==> src/rtl/register_pkg.sv <==
// ----------------------------------------------------------------------------
// register_pkg
// Shared definitions for the "register" valid/ready pipeline stage:
//   - BURST_YES / BURST_NO : string values accepted by the BURST parameter
//   - occ_e                : occupancy encoding (EMPTY, ONE, TWO)
//   - occ_from_valids      : maps the two slot valid flags onto occ_e
// No ports (package).
// ----------------------------------------------------------------------------
package register_pkg;

  localparam string BURST_YES = "yes";
  localparam string BURST_NO  = "no";

  typedef enum logic [1:0] {
    EMPTY = 2'd0,
    ONE   = 2'd1,
    TWO   = 2'd2
  } occ_e;

  function automatic occ_e occ_from_valids(input logic main_v, input logic skid_v);
    case ({main_v, skid_v})
      2'b00:        return EMPTY;
      2'b10, 2'b01: return ONE;
      default:      return TWO;
    endcase
  endfunction

endpackage

==> src/rtl/register_stream_reg_slot.sv <==
// ----------------------------------------------------------------------------
// stream_reg_slot
// One storage slot of a stream buffer: a valid flag plus a WIDTH-bit payload.
// Load has priority over clear, so a slot can be drained and refilled in the
// same cycle.
//
// Ports:
//   iCLK     in   clock, rising edge
//   iRST     in   asynchronous reset, active low (valid and data cleared)
//   i_load   in   capture i_data and set valid
//   i_clear  in   drop valid (ignored when i_load is high)
//   i_data   in   WIDTH  payload to capture
//   o_valid  out  slot holds a word
//   o_data   out  WIDTH  stored payload
// ----------------------------------------------------------------------------
module stream_reg_slot #(
  parameter int WIDTH = 8
) (
  input  logic             iCLK,
  input  logic             iRST,
  input  logic             i_load,
  input  logic             i_clear,
  input  logic [WIDTH-1:0] i_data,
  output logic             o_valid,
  output logic [WIDTH-1:0] o_data
);

  logic             r_valid;
  logic [WIDTH-1:0] r_data;

  always_ff @(posedge iCLK or negedge iRST) begin
    if (!iRST) begin
      r_valid <= 1'b0;
      r_data  <= '0;
    end else if (i_load) begin
      r_valid <= 1'b1;
      r_data  <= i_data;
    end else if (i_clear) begin
      r_valid <= 1'b0;
    end
  end

  assign o_valid = r_valid;
  assign o_data  = r_data;

endmodule

==> src/rtl/register.sv <==
// ----------------------------------------------------------------------------
// register
// Single-stage valid/ready pipeline register. Every output comes straight
// from a flop, so no combinational path exists from any input to any output.
//   BURST = "yes" : main slot + skid slot, one word per cycle sustained.
//   BURST = other : single slot, one word every two cycles.
//
// Parameters: WIDTH (payload bits, >= 1), BURST ("yes" / "no").
// Ports:
//   iCLK       in   clock, rising edge
//   iRST       in   asynchronous reset, active low; discards buffered words
//   iValid_AM  in   upstream word valid
//   oReady_AM  out  block accepts a word this cycle (registered)
//   iData_AM   in   WIDTH  upstream payload
//   oValid_BM  out  output word valid (registered)
//   iReady_BM  in   downstream accepts the output word
//   oData_BM   out  WIDTH  output payload (registered)
//
// Optional build macro: REGISTER_ASSERT_EN compiles in simulation-only
// protocol / occupancy / X checks. Function is identical without it.
// ----------------------------------------------------------------------------
module register
  import register_pkg::*;
#(
  parameter int    WIDTH = 8,
  parameter string BURST = "yes"
) (
  input  logic             iCLK,
  input  logic             iRST,
  input  logic             iValid_AM,
  output logic             oReady_AM,
  input  logic [WIDTH-1:0] iData_AM,
  output logic             oValid_BM,
  input  logic             iReady_BM,
  output logic [WIDTH-1:0] oData_BM
);

  localparam bit BURST_EN = (BURST == BURST_YES);

  logic             r_ready;
  logic             w_a_xfer;
  logic             w_b_xfer;
  logic             w_main_v;
  logic             w_main_load;
  logic             w_main_clear;
  logic [WIDTH-1:0] w_main_din;
  logic [WIDTH-1:0] w_main_dout;
  logic             w_skid_v;
  logic             w_ready_next;

  assign w_a_xfer = iValid_AM && r_ready;
  assign w_b_xfer = w_main_v && iReady_BM;

  stream_reg_slot #(.WIDTH(WIDTH)) u_main (
    .iCLK    (iCLK),
    .iRST    (iRST),
    .i_load  (w_main_load),
    .i_clear (w_main_clear),
    .i_data  (w_main_din),
    .o_valid (w_main_v),
    .o_data  (w_main_dout)
  );

  generate
    if (BURST_EN) begin : g_burst
      logic             w_main_free;
      logic             w_skid_load;
      logic             w_skid_clear;
      logic [WIDTH-1:0] w_skid_dout;

      stream_reg_slot #(.WIDTH(WIDTH)) u_skid (
        .iCLK    (iCLK),
        .iRST    (iRST),
        .i_load  (w_skid_load),
        .i_clear (w_skid_clear),
        .i_data  (iData_AM),
        .o_valid (w_skid_v),
        .o_data  (w_skid_dout)
      );

      // Main can take a word when it is empty or being drained this edge.
      assign w_main_free  = !w_main_v || w_b_xfer;
      // The skid word is older than anything on the input, so it goes first.
      // The input is never accepted while the skid is full (ready is low).
      assign w_main_load  = w_main_free && (w_skid_v || w_a_xfer);
      assign w_main_din   = w_skid_v ? w_skid_dout : iData_AM;
      assign w_main_clear = w_b_xfer;
      assign w_skid_load  = w_a_xfer && !w_main_free;
      assign w_skid_clear = w_skid_v && w_main_free;
      // Ready for the next cycle is simply "skid will be empty".
      assign w_ready_next = !(w_skid_load || (w_skid_v && !w_skid_clear));
    end else begin : g_single
      assign w_skid_v     = 1'b0;
      // r_ready is only high while the slot is empty, so an accept never
      // overwrites a held word.
      assign w_main_load  = w_a_xfer;
      assign w_main_din   = iData_AM;
      assign w_main_clear = w_b_xfer;
      // Ready follows "slot will be empty"; a drain at edge N re-opens the
      // input for edge N+1 at the earliest.
      assign w_ready_next = !(w_main_load || (w_main_v && !w_b_xfer));
    end
  endgenerate

  // Held low during reset; the first edge after release raises it because
  // both slots are empty at that point.
  always_ff @(posedge iCLK or negedge iRST) begin
    if (!iRST) begin
      r_ready <= 1'b0;
    end else begin
      r_ready <= w_ready_next;
    end
  end

  assign oReady_AM = r_ready;
  assign oValid_BM = w_main_v;
  assign oData_BM  = w_main_dout;

`ifdef REGISTER_ASSERT_EN
  occ_e w_occ;
  assign w_occ = occ_from_valids(w_main_v, w_skid_v);

  a_hold_data : assert property (@(posedge iCLK) disable iff (!iRST)
      (iValid_AM && !oReady_AM) |=> (iValid_AM && $stable(iData_AM)))
    else $error("register: iValid_AM dropped or iData_AM changed while stalled");

  a_capacity : assert property (@(posedge iCLK) disable iff (!iRST)
      (BURST_EN ? (w_occ <= TWO) : (w_occ <= ONE)))
    else $error("register: occupancy exceeds capacity");

  a_no_x : assert property (@(posedge iCLK) disable iff (!iRST)
      !$isunknown({iValid_AM, iReady_BM}))
    else $error("register: X on iValid_AM/iReady_BM");
`endif

endmodule

==> config.mk <==
export PLATFORM = sky130hd
export DESIGN_NAME = register
export DESIGN_NICKNAME = d
export VERILOG_FILES = /design/src/rtl/register_pkg.sv /design/src/rtl/register_stream_reg_slot.sv /design/src/rtl/register.sv
export SDC_FILE = /design/constraint.sdc
export NUM_CORES = 1
export LEC_CHECK = 0
export CORE_ASPECT_RATIO = 1.1
export CORE_MARGIN = 2
export CORE_UTILIZATION = 53
export CTS_BUF_LIST = sky130_fd_sc_hd__clkbuf_2 sky130_fd_sc_hd__clkbuf_4 sky130_fd_sc_hd__clkbuf_8
export DETAILED_ROUTE_END_ITERATION = 16
export PLACE_DENSITY = 0.85
export SLEW_MARGIN = 10
export SYNTH_ARGS = -nofsm -noshare
export SYNTH_HDL_FRONTEND = slang
export SYNTH_SLANG_ARGS = --single-unit
==> constraint.sdc <==
create_clock -name iCLK -period 3.1 [get_ports iCLK]
set_input_delay 0.775 -clock iCLK [delete_from_list [all_inputs] [get_ports iCLK]]
set_output_delay 0.775 -clock iCLK [all_outputs]
set_load 0.03 [all_outputs]
# --- Word level (Yosys, flattened, before mapping) ---
# Index checks and enable logic that the tools add are counted.
word_totals:
  register_bits: 19
  input_bits: 12
  output_inout_bits: 10
  elab_cells: 25
op_classes:
  mux: 5
  reduce_logical: 15
op_table:
  columns: ["op", "count"]
  rows:
  - ["8-bit two-way mux", 1]
  - ["1-bit logical AND", 6]
  - ["1-bit logical NOT", 4]
  - ["1-bit two-way mux", 4]
  - ["2-bit nonzero test", 2]
  - ["1-bit logical OR", 3]

# --- Longest topological paths before layout ---
depth:
  word_depth: 7
  ltp_mapped: 4
  ltp_nobuf: 3

# --- Modules after synthesis ---
# From an unflattened synthesis, not the netlist that was laid out.
unflattened:
  cells_unflattened: 57
  hier_area_um2: 937.1
modules_own_cells:
  columns: ["mod", "instances", "cells_each", "area_each_um2"]
  rows:
  - ["stream_reg_slot", 2, 20, 369.1]
  - ["register", 1, 17, 198.9]

# --- Least setup slack after synthesis ---
# No wires, ideal clock.
synth_timing:
  path_type: "in2reg"
  from: "input iReady_BM"
  to: "register g_burst.u_skid.r_data[0] (netlist: g_burst.u_skid.o_data[0])"
  arrival_time_ps: 1391
  required_ps: 2975
  path_slack_ps: 1584
  cell_stages: 3
  path_buffers: 0
  cell_sequence: "nor2b_4 nand3_4 mux2_2"
synth_via:
  elab_chain_len: 4
synth_rtl:
  columns: ["element", "line_no", "text"]
  rows:
  - ["from (decl)", "register.sv:34", "input logic iReady_BM,"]
  - ["1-bit logical AND", "register.sv:52", "assign w_b_xfer = w_main_v && iReady_BM;"]
  - ["1-bit logical OR", "register.sv:82", "assign w_main_free = !w_main_v || w_b_xfer;"]
  - ["1-bit logical NOT", "register.sv:88", "assign w_skid_load = w_a_xfer && !w_main_free;"]
  - ["1-bit logical AND", "register.sv:88", null]
  - ["to (signal assigned)", "register_stream_reg_slot.sv:37", "r_data <= i_data;"]
  - ["to (decl)", "register_stream_reg_slot.sv:29", "logic [WIDTH-1:0] r_data;"]
# Every way passes these cells.
# A chain may end at the register's enable or synchronous reset.

# --- Worst setup path in the final report ---
layout_timing:
  from: "register r_ready (netlist: oReady_AM)"
  to: "output oReady_AM"
layout_lines:
  columns: ["element", "line_no", "text"]
  rows:
  - ["from (decl)", "register.sv:40", "logic r_ready;"]
  - ["from (signal assigned)", "register.sv:111", "r_ready <= w_ready_next;"]
  - ["to (decl)", "register.sv:31", "output logic oReady_AM,"]
# No word-level cell between the ends.

==> reports/summary.txt <==
Status = finished, final reports clean
Actual slew at the worst max-slew pin = 0.8433 ns
Setup TNS = 0 ns
Worst r2r dst = u_main.o_data[4]
CP Capture Type = output port
Slowest cell on crit path = clkdlybuf4s50_1
Sw frac = 32.34%
Core area = 1558 sq um
Pin count of the biggest net entering global routing = 20
First-pass GRT wire length = 2352 microns
Reg2reg setup slack = 1.73 ns
CP Max Fanout = 3
Logic pwr share = 39.1%
HP Start = g_burst.u_skid.o_data[1]
Sequential power share = 45.4%
P_leak = 0.4844 nW
Die height = 46.58 microns
Synth top area share = 54.44%
Crit Path Class = reg2out
Total track usage = 16.77%
Cell Count, Final, Fillers Out = 93
Dpl hpwl = 1028 microns
NumNets Final = 89
Flops & latches, synth = 19
Initial DRC Count = 9
Routed Wire Length = 1387 microns
Total of max-cap violations = 0
Switch Pwr = 255.4 uW
Fin crit share = 72.25%
CTS Sinks = 19
CTS H-Tree Depth = 1
FMAX = 446.5 MHz
Pre-antenna DRT Iters = 2
Post-CTS Setup Repair Bufs = 0
Critical Path RT = 2.32 ns
Grt ovf = 0
Clock buffer depth = 2
Sequential area share after synthesis = 54.44%
Final setup violation count = 0
Initial antenna violation count = 0
Max Clock Skew = 0.004494 ns
Fin worst setup slack = 0.8602 ns
Routed len/inst = 14.91 microns
Synth top area cells = dfrtp_1 (54%), mux2_2 (21%), mux2_4 (14%), nor2_8 (2.3%), nand3_4 (2.0%)
Critical Path Source Type = flop
Average size of a mapped cell = 16.79 sq um
Initial Util = 56.06%
CTS Root Cell = clkbuf_4
CTS tree = yes
Yosys cell types = 12
Via count = 490
Fin. Hold Viols = 0
DRT antenna net count = 0
Reg-to-Reg Start = g_burst.u_skid.o_valid
Final GP Congestion = 0.7182
Place WS = 0.9422 ns
Final Slew Violations = 0
CTS Buf Count = 3
Die W = 42.71 microns
Worst Hold End = g_burst.u_skid.o_data[1]
Hold WS = 0.5162 ns
Post-synth top area cell = dfrtp_1
Min-delay worst type = reg2reg
DP Cell Count = 89
Residual DRC = 0
Worst path cell trace = clkdlybuf4s50_1
CP max stage delay = 0.71 ns
Unrepaired setup endpoints after global routing = false
Arrival time at the worst endpoint = 1.46 ns
Tmin final = 2.240 ns
CTS resizes = 0
Fill cells = 126
Worst-Skew Late Latency = 0.29 ns
Design area = 1121 sq um
Reg2Reg Depth = 3
Clock power share = 15.6%
WP buf/inv = 1
Worst VDD drop = 0.3854 mV
Site Rows = 15
Yosys warns = 0
Int Power = 534.3 uW
Hold Buf Count CTS = 0
Hold Crit Depth = 1
Top-Level Pins = 22
Clk pin slew, worst setup/hold paths = 0.11 ns
Post-Syn Nets = 64
Placed inst area = 1094 sq um
Pwr Density = 704.4 nW/um^2
Share of layout cells above drive strength 1 = 42.11%
Drt via density = 5.269
CP top delay family = buffers and inverters
Layout Area Growth over Synthesis = 28.37%
Number of global-route vias before repair = 515
Die area = 1989 sq um
Port bufs = 21
Number of diodes = 0
Slew HR = 43.60%
Mapped Cells = 52
Post-Syn Area = 873.3 sq um
cell usage in the layout (no fill, tap or decap):
master           count
clkdlybuf4s50_1     21
dfrtp_1             19
mux2_2              16
mux2_4               8
clkbuf_4             3
a21oi_4              1
or2b_1               1
nor2_1               1
inv_1                1
nor2b_4              1
nand3_4              1
nor2_8               1
nand2_1              1
clkinv_2             1
power groups by stage:
stage               Combinational (mW)  Sequential, mW  Clock [mW]
global placement                 0.306           0.360           0
finish                           0.309           0.358       0.123
CTS                              0.312           0.360       0.132
global route                     0.324           0.368       0.139
floorplan                        0.130           0.427           0
detailed placement               0.312           0.364           0
per-layer routing:
layer  global-route usage (%)  up-vias  wire (microns)
met5                        0        -               0
met4                    13.13        0              19
met3                    2.353        2              46
met2                    25.76       10             691
met1                    21.45      246             629
li1                         -      232               -
Yosys cell counts (all sizes together):
master	instances
a21oi	1
or2b	1
buf	1
nand2	1
inv	1
mux2	24
nor2	2
nand3	1
nor2b	1
dfrtp	19
cells by family after synthesis:
family | Yosys count | share of synthesized area, %
muxes | 24 | 34.38
and+or+nand+nor | 6 | 7.593
buffers and inverters | 2 | 1.719
AOI/OAI and AO/OA | 1 | 1.863
DFF | 19 | 54.44
sequential cells by signal (all words and copies together), names as in the netlist:
name                    cells
g_burst.u_skid.o_data       8
g_burst.u_skid.o_valid      1
oReady_AM                   1
u_main.o_data               8
u_main.o_valid              1
how the worst max path moves through the flow:
stage               depth (start not counted)       from  slack, ns                       end
floorplan                                   3  iReady_BM       1.58  g_burst.u_skid.o_data[0]
CTS                                         1  oReady_AM       0.83                 oReady_AM
global placement                            4  iValid_AM       0.96          u_main.o_data[1]
detailed placement                          4  iValid_AM       0.94          u_main.o_data[2]
global route                                1  oReady_AM       0.81                 oReady_AM
finish                                      1  oReady_AM       0.86                 oReady_AM
final cells by class:
cell class	count	area (sq um)	share of cell area, %
well taps	17	21.27	1.897
multi-input cells	31	382.9	34.15
clock buffers	3	22.52	2.009
inverters	1	3.754	0.3348
repair buffers	21	210.2	18.75
clock inverters	1	5.005	0.4464
flip-flops and latches	19	475.5	42.41
through the flow:
stage | total power [mW] | util (%)
after floorplan | 0.5573 | -
after global placement | 0.6660 | 70.20
after detailed placement | 0.6759 | 70.20
after CTS | 0.8038 | 71.97
after global routing | 0.8319 | 71.97
final | 0.7897 | 71.97
(Power assumes the default switching activity.)
